### src/rtl/freq_meter_probe.sv
`default_nettype none
// ============================================================================
//  Module   : freq_meter_probe
//  Purpose  : Gated edge-counting frequency meter. Synchronises an async
//             signal under test, counts its rising edges over a programmable
//             number of clk cycles and presents the latched, saturating count
//             as a byte-selectable word for the pad wrapper.
//  Ports    : clk, rst        - clock, async active-high reset
//             start           - measurement request (honoured only in IDLE)
//             gate_len        - window length in clk cycles (captured on start)
//             sig_in          - asynchronous signal under test
//             byte_sel        - 0: result[7:0], 1: result[CNT_W-1:8] zero-ext
//             busy            - high in ARM and COUNT
//             done            - one-cycle pulse when result is updated
//             overflow        - last completed measurement saturated
//             result          - last completed count
//             dout            - byte view of result (combinational)
//  Revision : 1.0 - initial release
// ============================================================================
module freq_meter_probe #(
    parameter int CNT_W       = 12,
    parameter int GATE_W      = 16,
    parameter int SYNC_STAGES = 2
) (
    input  logic              clk,
    input  logic              rst,
    input  logic              start,
    input  logic [GATE_W-1:0] gate_len,
    input  logic              sig_in,
    input  logic              byte_sel,
    output logic              busy,
    output logic              done,
    output logic              overflow,
    output logic [CNT_W-1:0]  result,
    output logic [7:0]        dout
);

    typedef enum logic [1:0] {
        ST_IDLE  = 2'd0,
        ST_ARM   = 2'd1,
        ST_COUNT = 2'd2,
        ST_DONE  = 2'd3
    } state_t;

    localparam logic [CNT_W-1:0]  C_CNT_MAX = '1;
    localparam logic [CNT_W-1:0]  C_CNT_ONE = CNT_W'(1);
    localparam logic [GATE_W-1:0] C_GATE_ONE = GATE_W'(1);

    state_t                 state_q, state_d;
    logic [SYNC_STAGES-1:0] sync_q, sync_d;
    logic                   prev_q, prev_d;
    logic [GATE_W-1:0]      glen_q, glen_d;
    logic [GATE_W-1:0]      gcnt_q, gcnt_d;
    logic [CNT_W-1:0]       ecnt_q, ecnt_d;
    logic                   sat_q, sat_d;
    logic [CNT_W-1:0]       result_q, result_d;
    logic                   overflow_q, overflow_d;
    logic                   busy_q, busy_d;
    logic                   done_q, done_d;

    logic                   w_s;
    logic                   w_rise;
    logic [15:0]            w_res_ext;

    // Synchronised sample is the last stage of the shift chain.
    assign w_s    = sync_q[SYNC_STAGES-1];
    assign w_rise = w_s & ~prev_q;

    always_comb begin
        state_d    = state_q;
        sync_d     = {sync_q[SYNC_STAGES-2:0], sig_in};
        prev_d     = w_s;
        glen_d     = glen_q;
        gcnt_d     = gcnt_q;
        ecnt_d     = ecnt_q;
        sat_d      = sat_q;
        result_d   = result_q;
        overflow_d = overflow_q;

        case (state_q)
            ST_IDLE: begin
                if (start) begin
                    glen_d  = gate_len;
                    state_d = ST_ARM;
                end
            end
            ST_ARM: begin
                // Edges seen in this cycle are deliberately discarded.
                gcnt_d  = '0;
                ecnt_d  = '0;
                sat_d   = 1'b0;
                state_d = (glen_q != '0) ? ST_COUNT : ST_DONE;
            end
            ST_COUNT: begin
                if (w_rise) begin
                    if (ecnt_q == C_CNT_MAX) begin
                        sat_d = 1'b1;
                    end else begin
                        ecnt_d = ecnt_q + C_CNT_ONE;
                    end
                end
                gcnt_d = gcnt_q + C_GATE_ONE;
                if (gcnt_q == glen_q - C_GATE_ONE) begin
                    state_d = ST_DONE;
                end
            end
            default: begin
                state_d = ST_IDLE;
            end
        endcase

        // Latch on the edge entering DONE so the final COUNT cycle's edge
        // is included in the published value.
        if (state_d == ST_DONE && state_q != ST_DONE) begin
            result_d   = ecnt_d;
            overflow_d = sat_d;
        end

        busy_d = (state_d == ST_ARM) || (state_d == ST_COUNT);
        done_d = (state_d == ST_DONE);
    end

    always_ff @(posedge clk or posedge rst) begin
        if (rst) begin
            state_q    <= ST_IDLE;
            sync_q     <= '0;
            prev_q     <= 1'b0;
            glen_q     <= '0;
            gcnt_q     <= '0;
            ecnt_q     <= '0;
            sat_q      <= 1'b0;
            result_q   <= '0;
            overflow_q <= 1'b0;
            busy_q     <= 1'b0;
            done_q     <= 1'b0;
        end else begin
            state_q    <= state_d;
            sync_q     <= sync_d;
            prev_q     <= prev_d;
            glen_q     <= glen_d;
            gcnt_q     <= gcnt_d;
            ecnt_q     <= ecnt_d;
            sat_q      <= sat_d;
            result_q   <= result_d;
            overflow_q <= overflow_d;
            busy_q     <= busy_d;
            done_q     <= done_d;
        end
    end

    // Zero-extend to 16 bits so the upper byte view is valid for any CNT_W.
    assign w_res_ext = 16'(result_q);
    assign dout      = byte_sel ? w_res_ext[15:8] : w_res_ext[7:0];

    assign busy     = busy_q;
    assign done     = done_q;
    assign overflow = overflow_q;
    assign result   = result_q;

endmodule
`default_nettype wire

### config.mk
export PLATFORM = sky130hd
export DESIGN_NAME = freq_meter_probe
export DESIGN_NICKNAME = d
export VERILOG_FILES = /design/src/rtl/freq_meter_probe.sv
export SDC_FILE = /design/constraint.sdc
export NUM_CORES = 1
export LEC_CHECK = 0
export CORE_AREA = 2 2 81 83
export CTS_BUF_LIST = sky130_fd_sc_hd__clkbuf_4 sky130_fd_sc_hd__clkbuf_8
export DETAILED_ROUTE_END_ITERATION = 8
export DIE_AREA = 0 0 83 85
export MAX_ROUTING_LAYER = met4
export PLACE_DENSITY = 0.84
export SLEW_MARGIN = 20
export SYNTH_ARGS = -nofsm -noshare
export SYNTH_HDL_FRONTEND = slang
export SYNTH_SLANG_ARGS = --single-unit
### constraint.sdc
create_clock -name clk -period 3.9 [get_ports clk]
set_input_delay 1.17 -clock clk [delete_from_list [all_inputs] [get_ports clk]]
set_output_delay 1.17 -clock clk [all_outputs]
set_load 0.005 [all_outputs]
# Word-level counts from Yosys, hierarchy flattened
# Index checks and enable logic that the tools add are counted.
dict set report totals {
  in_bits 21
  ff_bits 65
  out_inout_bits 23
  wordCells 42
}
dict set report op_classes {
  bitwise 2
  n_reduce_logical 6
  mux 12
  eq_ne 8
  add_sub_neg 3
}
# operator count
set ops {}
lappend ops {{$pmux W16 S2} 1}
lappend ops {{$mux W12} 2}
lappend ops {{$pmux W12 S2} 1}
lappend ops {{$add A16 B1 Y16 const B} 1}
lappend ops {{$eq A16 B16 Y1} 1}
lappend ops {{$reduce_bool A16 Y1} 1}
lappend ops {{$sub A16 B1 Y16 const B} 1}
lappend ops {{$add A12 B1 Y12 const B} 1}
lappend ops {{$eq A12 B12 Y1 const B} 1}
lappend ops {{$mux W8} 1}
lappend ops {{$eq A2 B2 Y1 const B} 3}
lappend ops {{$pmux W2 S3} 1}
lappend ops {{$eq A2 B1 Y1 const B} 2}
lappend ops {{$mux W2} 2}
lappend ops {{$mux W1} 3}
lappend ops {{$logic_not A2 Y1} 1}
lappend ops {{$ne A2 B2 Y1 const B} 1}
lappend ops {{$pmux W1 S2} 1}
lappend ops {{$reduce_and A2 Y1} 1}
lappend ops {{$reduce_bool A2 Y1} 1}
lappend ops {{$and A1 B1 Y1} 1}
lappend ops {{$logic_and A1 B1 Y1} 1}
lappend ops {{$logic_or A1 B1 Y1} 1}
lappend ops {{$not A1 Y1} 1}

# Longest topological paths before layout
dict set report depth {
  ltp_word 6
  depth_mapped 13
  depth_no_buf 12
}

# Worst setup path after synthesis
# No wires, ideal clock.
dict set report synth_path {
  path_kind {input to output}
  startpoint {input byte_sel}
  endpoint {output dout[0]}
  arrival_ps 1778
  setup_slack_ps 952
  t_required_ps 2730
  path_buffers 1
  stages 2
  cell_sequence {clkbuf_1 mux2_2}
}
dict set report synth_via {
  elab_chain_cells 1
}
# element line_no
set synth_lines {}
lappend synth_lines {{start, declared} 30} ;# input logic byte_sel,
lappend synth_lines {{$mux W8} 153} ;# assign dout = byte_sel ? w_res_ext[15:8] : w_res_ext[7:0];
lappend synth_lines {{end, declared} 35} ;# output logic [7:0] dout
# Every way passes these cells.

# Worst setup path in the final report
dict set report layout_path {
  startpoint {input byte_sel}
  endpoint {output dout[1]}
}
# Same word-level chain as after synthesis.

==> results by group <==
Status
  – Status: finished clean

Die
  – Io pins: 44
  – Die Wd: 83 um
  – Initial core utilization: 56.4%
  – Site Rows: 29
  – Die Area: 7060 sq um
  – Core area: 6200 sq um
  – Die height: 85 um

Logic synthesis
  – Mapped Cells: 346
  – Synth warn: 0
  – Number of synthesized flops with an enable pin: 0
  – FF+latch count, synth: 65
  – Sequential area share after synthesis: 46.5%
  – Async set-or-reset flop fraction in the synthesized netlist: 100%
  – Netlist cell types: 51
  – Syn avg cell area: 10.1 sq um
  – Synthesized area: 3500 sq um
  – Synth top area cells: dfrtp_1 46%, mux2_2 8.0%, xor2_1 5.0%, xnor2_1 3.3%, nor2_1 3.1%
  – Synth Flop Type: dfrtp_1
  – Synth top area share: 46.5%
  – Post-synth top area cell: dfrtp_1
  – Most common cell in the netlist: dfrtp_1
  – Most common library cells after synthesis: 65 x dfrtp_1, 29 x nor2_1, 27 x nand2_1
  – Syn nets: 375

STA
  – Fin crit share: 88.7%
  – Final Skew: 10.3 ps
  – Max Freq: 289 MHz
  – Slew headroom: 46.3%
  – Pins Over Slew Limit: 0
  – Worst Tran Pin Value: 806 ps
  – Endpoints failing setup: 0
  – RSZ-0062 raised after global routing: no
  – Setup TNS: 0 ps
  – Minimum clock period: 3460 ps
  – Count of final hold-check violations: 0
  – Hold slack: 355 ps

Worst setup path
  – Worst path required time: 2730 ps
  – Worst Setup Path Type: input port to output port
  – Cell chain of the critical path: dlymetal6s2s_1 > mux2_2 > clkdlybuf4s50_1
  – Slowest library cell on the worst path: clkdlybuf4s50_1
  – WP data arrival: 2290 ps
  – Launch point of the worst path: byte_sel
  – Worst Path Buf+Inv: 2
  – FF-to-FF path depth: 12
  – CP Max Fanout: 8
  – Worst R2R Start: glen_q[1]$_DFFE_PP0P_
  – Critical path's largest stage delay: 460 ps
  – Critical path startpoint category: input port
  – Worst setup EP type: output port
  – Worst path depth: 3
  – Family with the most delay on the worst path: buffers and inverters

CTS
  – Total CTS buffers: 9
  – Clk slew on worst S/H paths: 70 ps
  – CTS tree: done
  – Setup Buffers After CTS: 0
  – Clock Path Buffers: 2
  – H-tree Lvls: 3
  – CTS Sinks: 65
  – Latest clock arrival within the worst-skew pair: 330 ps
  – Root Driver: clkbuf_8

Route
  – Vias: 2739
  – DRT iter0 DRCs: 178
  – DRC: 0
  – Routed Antenna Nets: 0
  – DR pass1 iterations: 4
  – Routed wire length: 7330 um
  – Post-DR wirelength/cell: 15.6 um
  – DR vias/cell: 5.83

Min path
  – Hold Path Stages: 0
  – Hold crit path type: flop to flop
  – Hold path startpoint: sync_q[0]$_DFF_PP0_

Layout
  – Fraction of layout cells with a size suffix above 1: 14.5%
  – Nets@finish: 418
  – Final core occ: 67.2%
  – Area growth syn-to-layout: 19.2%
  – Antenna diodes: 0
  – Non-Filler Instances: 470

GRT
  – GRT overflow: 0
  – Largest net degree at the start of global routing: 66
  – Number of global-route vias before repair: 2726
  – Initial antenna violation count: 0
  – GRT Resource Usage Total: 23.2%
  – First-pass GRT wire length: 12800 um

Place
  – Final Wtd Congestion: 0.943
  – I/O Buffers: 43
  – Detailed Place HPWL: 5310 um
  – Placed insts: 455

Power
  – Worst VDD drop: 0.453 mV
  – Pwr Density: 575 nW/um^2
  – Total power: 2400 uW
  – Static leakage: 0.00176 uW

Job
  – Max cap viols: 0
[repair_timing]
| action | 4_1_cts | 5_1_grt |
|---|---|---|
| hold buffers | 0 | 0 |
| resized for setup | 0 | 1 |
| setup endpoints to repair | 0 | 1 |
[final timing paths]
check                           slack (ps)                endpoint
worst min register to register         360     sync_q[1]$_DFF_PP0_
min in group asynchronous             1390   gcnt_q[4]$_DFFE_PP0N_
worst max register to register         810   result[9]$_DFFE_PP0P_
worst min-delay path                   360     sync_q[1]$_DFF_PP0_
worst max-delay path                   440                 dout[1]
max in group asynchronous             1980  gcnt_q[15]$_DFFE_PP0N_
[flip-flops by register name (all words and copies together), names as in the netlist]
signal    cells
result       12
overflow      1
done          1
sync_q        2
sat_q         1
busy          1
state_q       2
ecnt_q       12
prev_q        1
glen_q       16
gcnt_q       16
[where the power goes]
group | internal (uW) | total, uW | switching [uW]
clock network | 233 | 481 | 248
registers | 807 | 995 | 187
logic | 434 | 923 | 489
[worst reg2reg max path, cell delays in order (launching register included)]
cell	delay (ps)
dfrtp_1	430
inv_1	70
ha_1	240
nand2b_1	160
nor4_1	100
or4b_2	620
o211ai_1	120
nand4_1	180
a211oi_2	290
ha_1	200
nand2b_1	60
buf_4	210
o41ai_2	320
[cells by family after synthesis]
group / count (synthesis) / synth area share [%]
xor gates and xnor gates: 34 / 8.90
muxes: 27 / 8.62
adders and majority gates: 8 / 2.86
buffers and inverters: 30 / 3.32
AOI/OAI and AO/OA: 57 / 10.7
DFF: 65 / 46.5
and+or+nand+nor: 125 / 19.1
[per-stage QoR]
step	setup slack, ps	area, sq um
2_1_floorplan	952	3500
3_3_place_gp	89.5	4000
5_1_grt	375	4170
3_5_place_dp	50.1	4000
6_report	440	4170
4_1_cts	39.7	4170
[layout make-up]
type,instances,area (sq um)
Clock buffer,10,131
Clock inverter,5,33.8
Fill cell,503,2030
Inverter,13,48.8
Multi-Input combinational cell,251,1760
Sequential cell,65,1630
Tap cell,77,96.3
Timing Repair Buffer,49,478
[placed cells by master (no fill, tap or decap), drive strengths merged, types with 14 or more instances in the layout]
cell,netlist,final
clkdlybuf4s50,0,42
dfrtp,65,65
mux2,25,25
nand2,27,27
nand3,14,14
nor2,29,29
o21ai,16,16
xor2,20,20
[routing by layer]
layer | vias up | global-route usage, % | share of wire (%)
li1 | 1312 | - | -
met1 | 1333 | 28.7 | 44
met4 | 0 | 6.71 | 1.3
met2 | 86 | 37.8 | 50
met5 | - | - | 0
met3 | 8 | 6.23 | 4.6
Note: power is estimated with default switching activity, not from simulation.
==> RTL edit 1, RTL diff (same settings) <==
Put a register stage on the output `dout`, cleared by the reset. The value now appears one clock later. The other outputs are not delayed to match. Comments in the files are not updated.
--- a/src/rtl/freq_meter_probe.sv
+++ b/src/rtl/freq_meter_probe.sv
@@ -150,7 +150,13 @@
 
     // Zero-extend to 16 bits so the upper byte view is valid for any CNT_W.
     assign w_res_ext = 16'(result_q);
-    assign dout      = byte_sel ? w_res_ext[15:8] : w_res_ext[7:0];
+    always_ff @(posedge clk or posedge rst) begin
+        if (rst) begin
+            dout <= '0;
+        end else begin
+            dout <= byte_sel ? w_res_ext[15:8] : w_res_ext[7:0];
+        end
+    end
 
     assign busy     = busy_q;
     assign done     = done_q;
Formal check against the unedited RTL: not equivalent (Yosys sat finds a counterexample within 4 cycles, from zero or initial values and one cycle with rst high).
==> RTL edit 1 against the original RTL <==
- sequential cell count increased by 8
- die area is the same
- synthesized area is 7.6% higher
- largest cell class unchanged
- worst setup slack worse by 0.15 ns
- power rose by 10%
- cell area increased by 7.1%
- combinational power about the same
- wire length rose by 9.1%
- largest power group unchanged
==> RTL edit 1: results (changes against the original RTL) <==
The number of iterations in the first detailed-routing pass came out at 5 (was 4). The cell type of the slowest stage on the worst timing path is sky130_fd_sc_hd__or4_1 (was sky130_fd_sc_hd__clkdlybuf4s50_1). The number of global-route vias before repair is 2665 (was 2726). The average size of a mapped cell is 10.6 sq um (was 10.1 sq um).

The total global-route track usage came out at 24.2% (was 23.2%). The xor/xnor cell area share of the yosys netlist was 6.98% (was 8.90%). The routed length per placed instance is 16.7 microns (was 15.6 microns). Outcome: completed (unchanged).

The synthesized-area fraction occupied by adder cells was 2.66% (was 2.86%). Top cell types by occurrence after synthesis: sky130_fd_sc_hd__dfrtp_1, sky130_fd_sc_hd__mux2_2, sky130_fd_sc_hd__nor2_1, sky130_fd_sc_hd__nand2_1, sky130_fd_sc_hd__nand3_1 (was sky130_fd_sc_hd__dfrtp_1, sky130_fd_sc_hd__nor2_1, sky130_fd_sc_hd__nand2_1, sky130_fd_sc_hd__mux2_2, sky130_fd_sc_hd__xor2_1). The met3 global-route usage came out at 3.89% (was 6.23%). The sequential cell fraction of total power was 42.1% (was 41.5%). The count of cell types in the netlist was 52 (was 51).

The multiplexer share of the synthesized area is 8.34% (was 8.62%). The worst-case clock skew is 0.00569 ns (was 0.0103 ns). The met1 capacity usage during global routing came out at 34.7% (was 28.7%). The mean number of vias per cell came out at 6.03 (was 5.83). The tightest slew margin relative to the limit came out at 49.1% (was 46.3%). The ratio of cells with drive above 1 in the final layout is 14.1% (was 14.5%).

The largest stage delay on the critical path came out at 0.54 ns (was 0.46 ns). The final wirelength is 8000 microns (was 7330 microns). The wire length on met1 is 3730 microns (was 3210 microns).

The switching share of power is 37.6% (was 38.5%). The violation count after the first detailed-routing iteration came to 253 (was 178). The net count of the mapped netlist came out at 385 (was 375). The most used routing layer in global routing is met1 (was met2).

The placed wire-length estimate after detailed placement was 5520 microns (was 5310 microns). The largest fanout of any net on the critical path came out at 17 (was 8). The critical path arrival came out at 3.88 ns (was 2.29 ns). The post-place setup slack came out at 0.401 ns (was 0.0501 ns).
RTL edit 1: cell types whose count changed after synthesis, sizes merged, moves of 3 or more:
cell   unedited run  this run
or3               5         8
nand3            14        20
nor3              6        12
xor2             20        13
xnor2            13        17
o22ai             1         4
dfrtp            65        73
and3              5         1
nor2             29        24
nand4            12         7
nand2            27        21
RTL edit 1: final timing paths:
kind	cells past startpoint	start	slack (ns)	endpoint
min reg2reg	0	sync_q[0]	0.35	sync_q[1]
max	11	state_q[0]	0.29	result[5]
min in group asynchronous	2	rst	1.27	dout[4]
max reg2reg	11	state_q[0]	0.29	result[5]
min	0	sync_q[0]	0.35	sync_q[1]
max in group asynchronous	3	rst	1.98	ecnt_q[5]
RTL edit 1: final cells by class:
cell class / instances / area, sq um
Multi-Input combinational cell: 254 / 1830
Sequential cell: 73 / 1830
Fill cell: 434 / 1740
Timing Repair Buffer: 46 / 465
Clock buffer: 11 / 145
Tap cell: 77 / 96.3
Clock inverter: 5 / 55.1
Inverter: 14 / 52.6
==> RTL edit 2, RTL diff (same settings) <==
Made on the original files. `SYNC_STAGES`: 2 -> 4.
--- a/src/rtl/freq_meter_probe.sv
+++ b/src/rtl/freq_meter_probe.sv
@@ -20,7 +20,7 @@
 module freq_meter_probe #(
     parameter int CNT_W       = 12,
     parameter int GATE_W      = 16,
-    parameter int SYNC_STAGES = 2
+    parameter int SYNC_STAGES = 4
 ) (
     input  logic              clk,
     input  logic              rst,
Formal check against the unedited RTL: not equivalent (a bounded check fails within 4 cycles, from zero or initial values and one cycle with rst high).
==> RTL edit 2 against the original RTL <==
- combinational power fell by 6.5%
- non-clock buffer count shrank 1
- synthesized area increased by 1.2%
- worst setup slack lost 0.35 ns
- sequential share of layout area fell by 0.41 points
- cell area is 4.2% higher
- sequential cell count up 2
- wire length up 3.4%
- power rose by 12%
==> RTL edit 2: results (changes against the original RTL) <==
The number of non-filler instances in the completed layout came out at 466 (was 470). The placed cell count is 450 (was 455). The number of standard cells after synthesis is 340 (was 346). The largest fanout of any net on the critical path came out at 7 (was 8). The ratio of cells with drive above 1 in the final layout was 13.9% (was 14.5%). Top cells by area, synth: sky130_fd_sc_hd__dfrtp_1, sky130_fd_sc_hd__mux2_2, sky130_fd_sc_hd__xor2_1, sky130_fd_sc_hd__nor2_1, sky130_fd_sc_hd__xnor2_1 (was sky130_fd_sc_hd__dfrtp_1, sky130_fd_sc_hd__mux2_2, sky130_fd_sc_hd__xor2_1, sky130_fd_sc_hd__xnor2_1, sky130_fd_sc_hd__nor2_1). The net count of the mapped netlist is 369 (was 375). The routed length on met2 is 3950 microns (was 3690 microns). The number of fill cells in the layout is 449 (was 503). The share of the yosys chip area belonging to registers was 47.3% (was 46.5%).

The synthesized-area fraction occupied by adder cells came to 2.83% (was 2.86%). The worst vdd rail ir drop came out at 0.347 mV (was 0.453 mV). The actual transition at the worst max-transition pin is 0.872 ns (was 0.806 ns). The global-route wire length before repair came to 13200 microns (was 12800 microns). The violation count after the first detailed-routing iteration came out at 150 (was 178). The routed length on met3 was 271 microns (was 340 microns). The later-pin clock latency in the skew report is 0.35 ns (was 0.33 ns). The leakage dissipation came out at 1.91 nW (was 1.76 nW). The final net count is 413 (was 418).

The multiplexer share of the synthesized area came to 9.40% (was 8.62%). The worst-case clock skew came to 0.00894 ns (was 0.0103 ns). Outcome: completed (unchanged). The critical path arrival came to 2.64 ns (was 2.29 ns).

The synthesized-area fraction occupied by ao, oa, aoi and oai cells is 11.2% (was 10.7%). The number of global-route vias before repair was 2831 (was 2726). The count of cell types in the netlist is 56 (was 51). The wire length on met1 came to 3120 microns (was 3210 microns).
## RTL edit 2: cell types whose count changed after synthesis, sizes merged, moves of 3 or more
| cell | unedited run | this run |
|---|---|---|
| nor4 | 6 | 3 |
| nand3 | 14 | 8 |
| and4 | 1 | 5 |
| o21ai | 16 | 13 |
| and3 | 5 | 9 |
## RTL edit 2: logic make-up after synthesis
group                      count (synthesis)
adders and majority gates                  8
xor gates and xnor gates                  31
AOI/OAI and AO/OA                         57
buffers and inverters                     26
muxes                                     30
and+or+nand+nor                          121
DFF                                       67
## RTL edit 2: cell type report
class / count / area [sq um] / area share [%]
clock buffers: 9 / 124 / 2.85
clock inverters: 7 / 164 / 3.77
well taps: 77 / 96.3 / 2.22
multi-input cells: 247 / 1760 / 40.6
repair buffers: 48 / 480 / 11.1
flip-flops and latches: 67 / 1680 / 38.6
inverters: 11 / 41.3 / 0.950
## RTL edit 2: final timing paths
check	cells past startpoint	from	to	slack, ns
worst max register to register	12	glen_q[0]	result[4]	0.39
max in group asynchronous	3	rst	sync_q[1]	2.40
worst min register to register	0	sync_q[2]	sync_q[3]	0.35
min in group asynchronous	3	rst	busy	1.20
worst max-delay path	3	byte_sel	dout[1]	0.09
worst min-delay path	0	sync_q[2]	sync_q[3]	0.35
## RTL edit 2: routing by layer
metal / track usage (%) / vias up
met5: - / -
met3: 3.40 / 23
met2: 40.9 / 72
met1: 26.9 / 1336
met4: 13.4 / 0
li1: - / 1308
## RTL edit 2: report_power, final
group / total [mW] / switching (mW) / internal [mW]
clock network: 0.830 / 0.277 / 0.554
registers: 1.00 / 0.174 / 0.829
logic: 0.863 / 0.453 / 0.410
## RTL edit 2: critical path, cell delays in order
cell	delay, ns
sky130_fd_sc_hd__clkdlybuf4s50_1	0.63
sky130_fd_sc_hd__mux2_2	0.38
sky130_fd_sc_hd__clkdlybuf4s50_1	0.46
## RTL edit 2: per-stage QoR
| step | utilization [%] | cell area [sq um] |
|---|---|---|
| final | 70.0 | 4350 |
| after global routing | 70.0 | 4350 |
| after CTS | 70.0 | 4350 |
| after detailed placement | 65.4 | 4060 |
| after global placement | 65.4 | 4060 |
| after floorplan | - | 3540 |
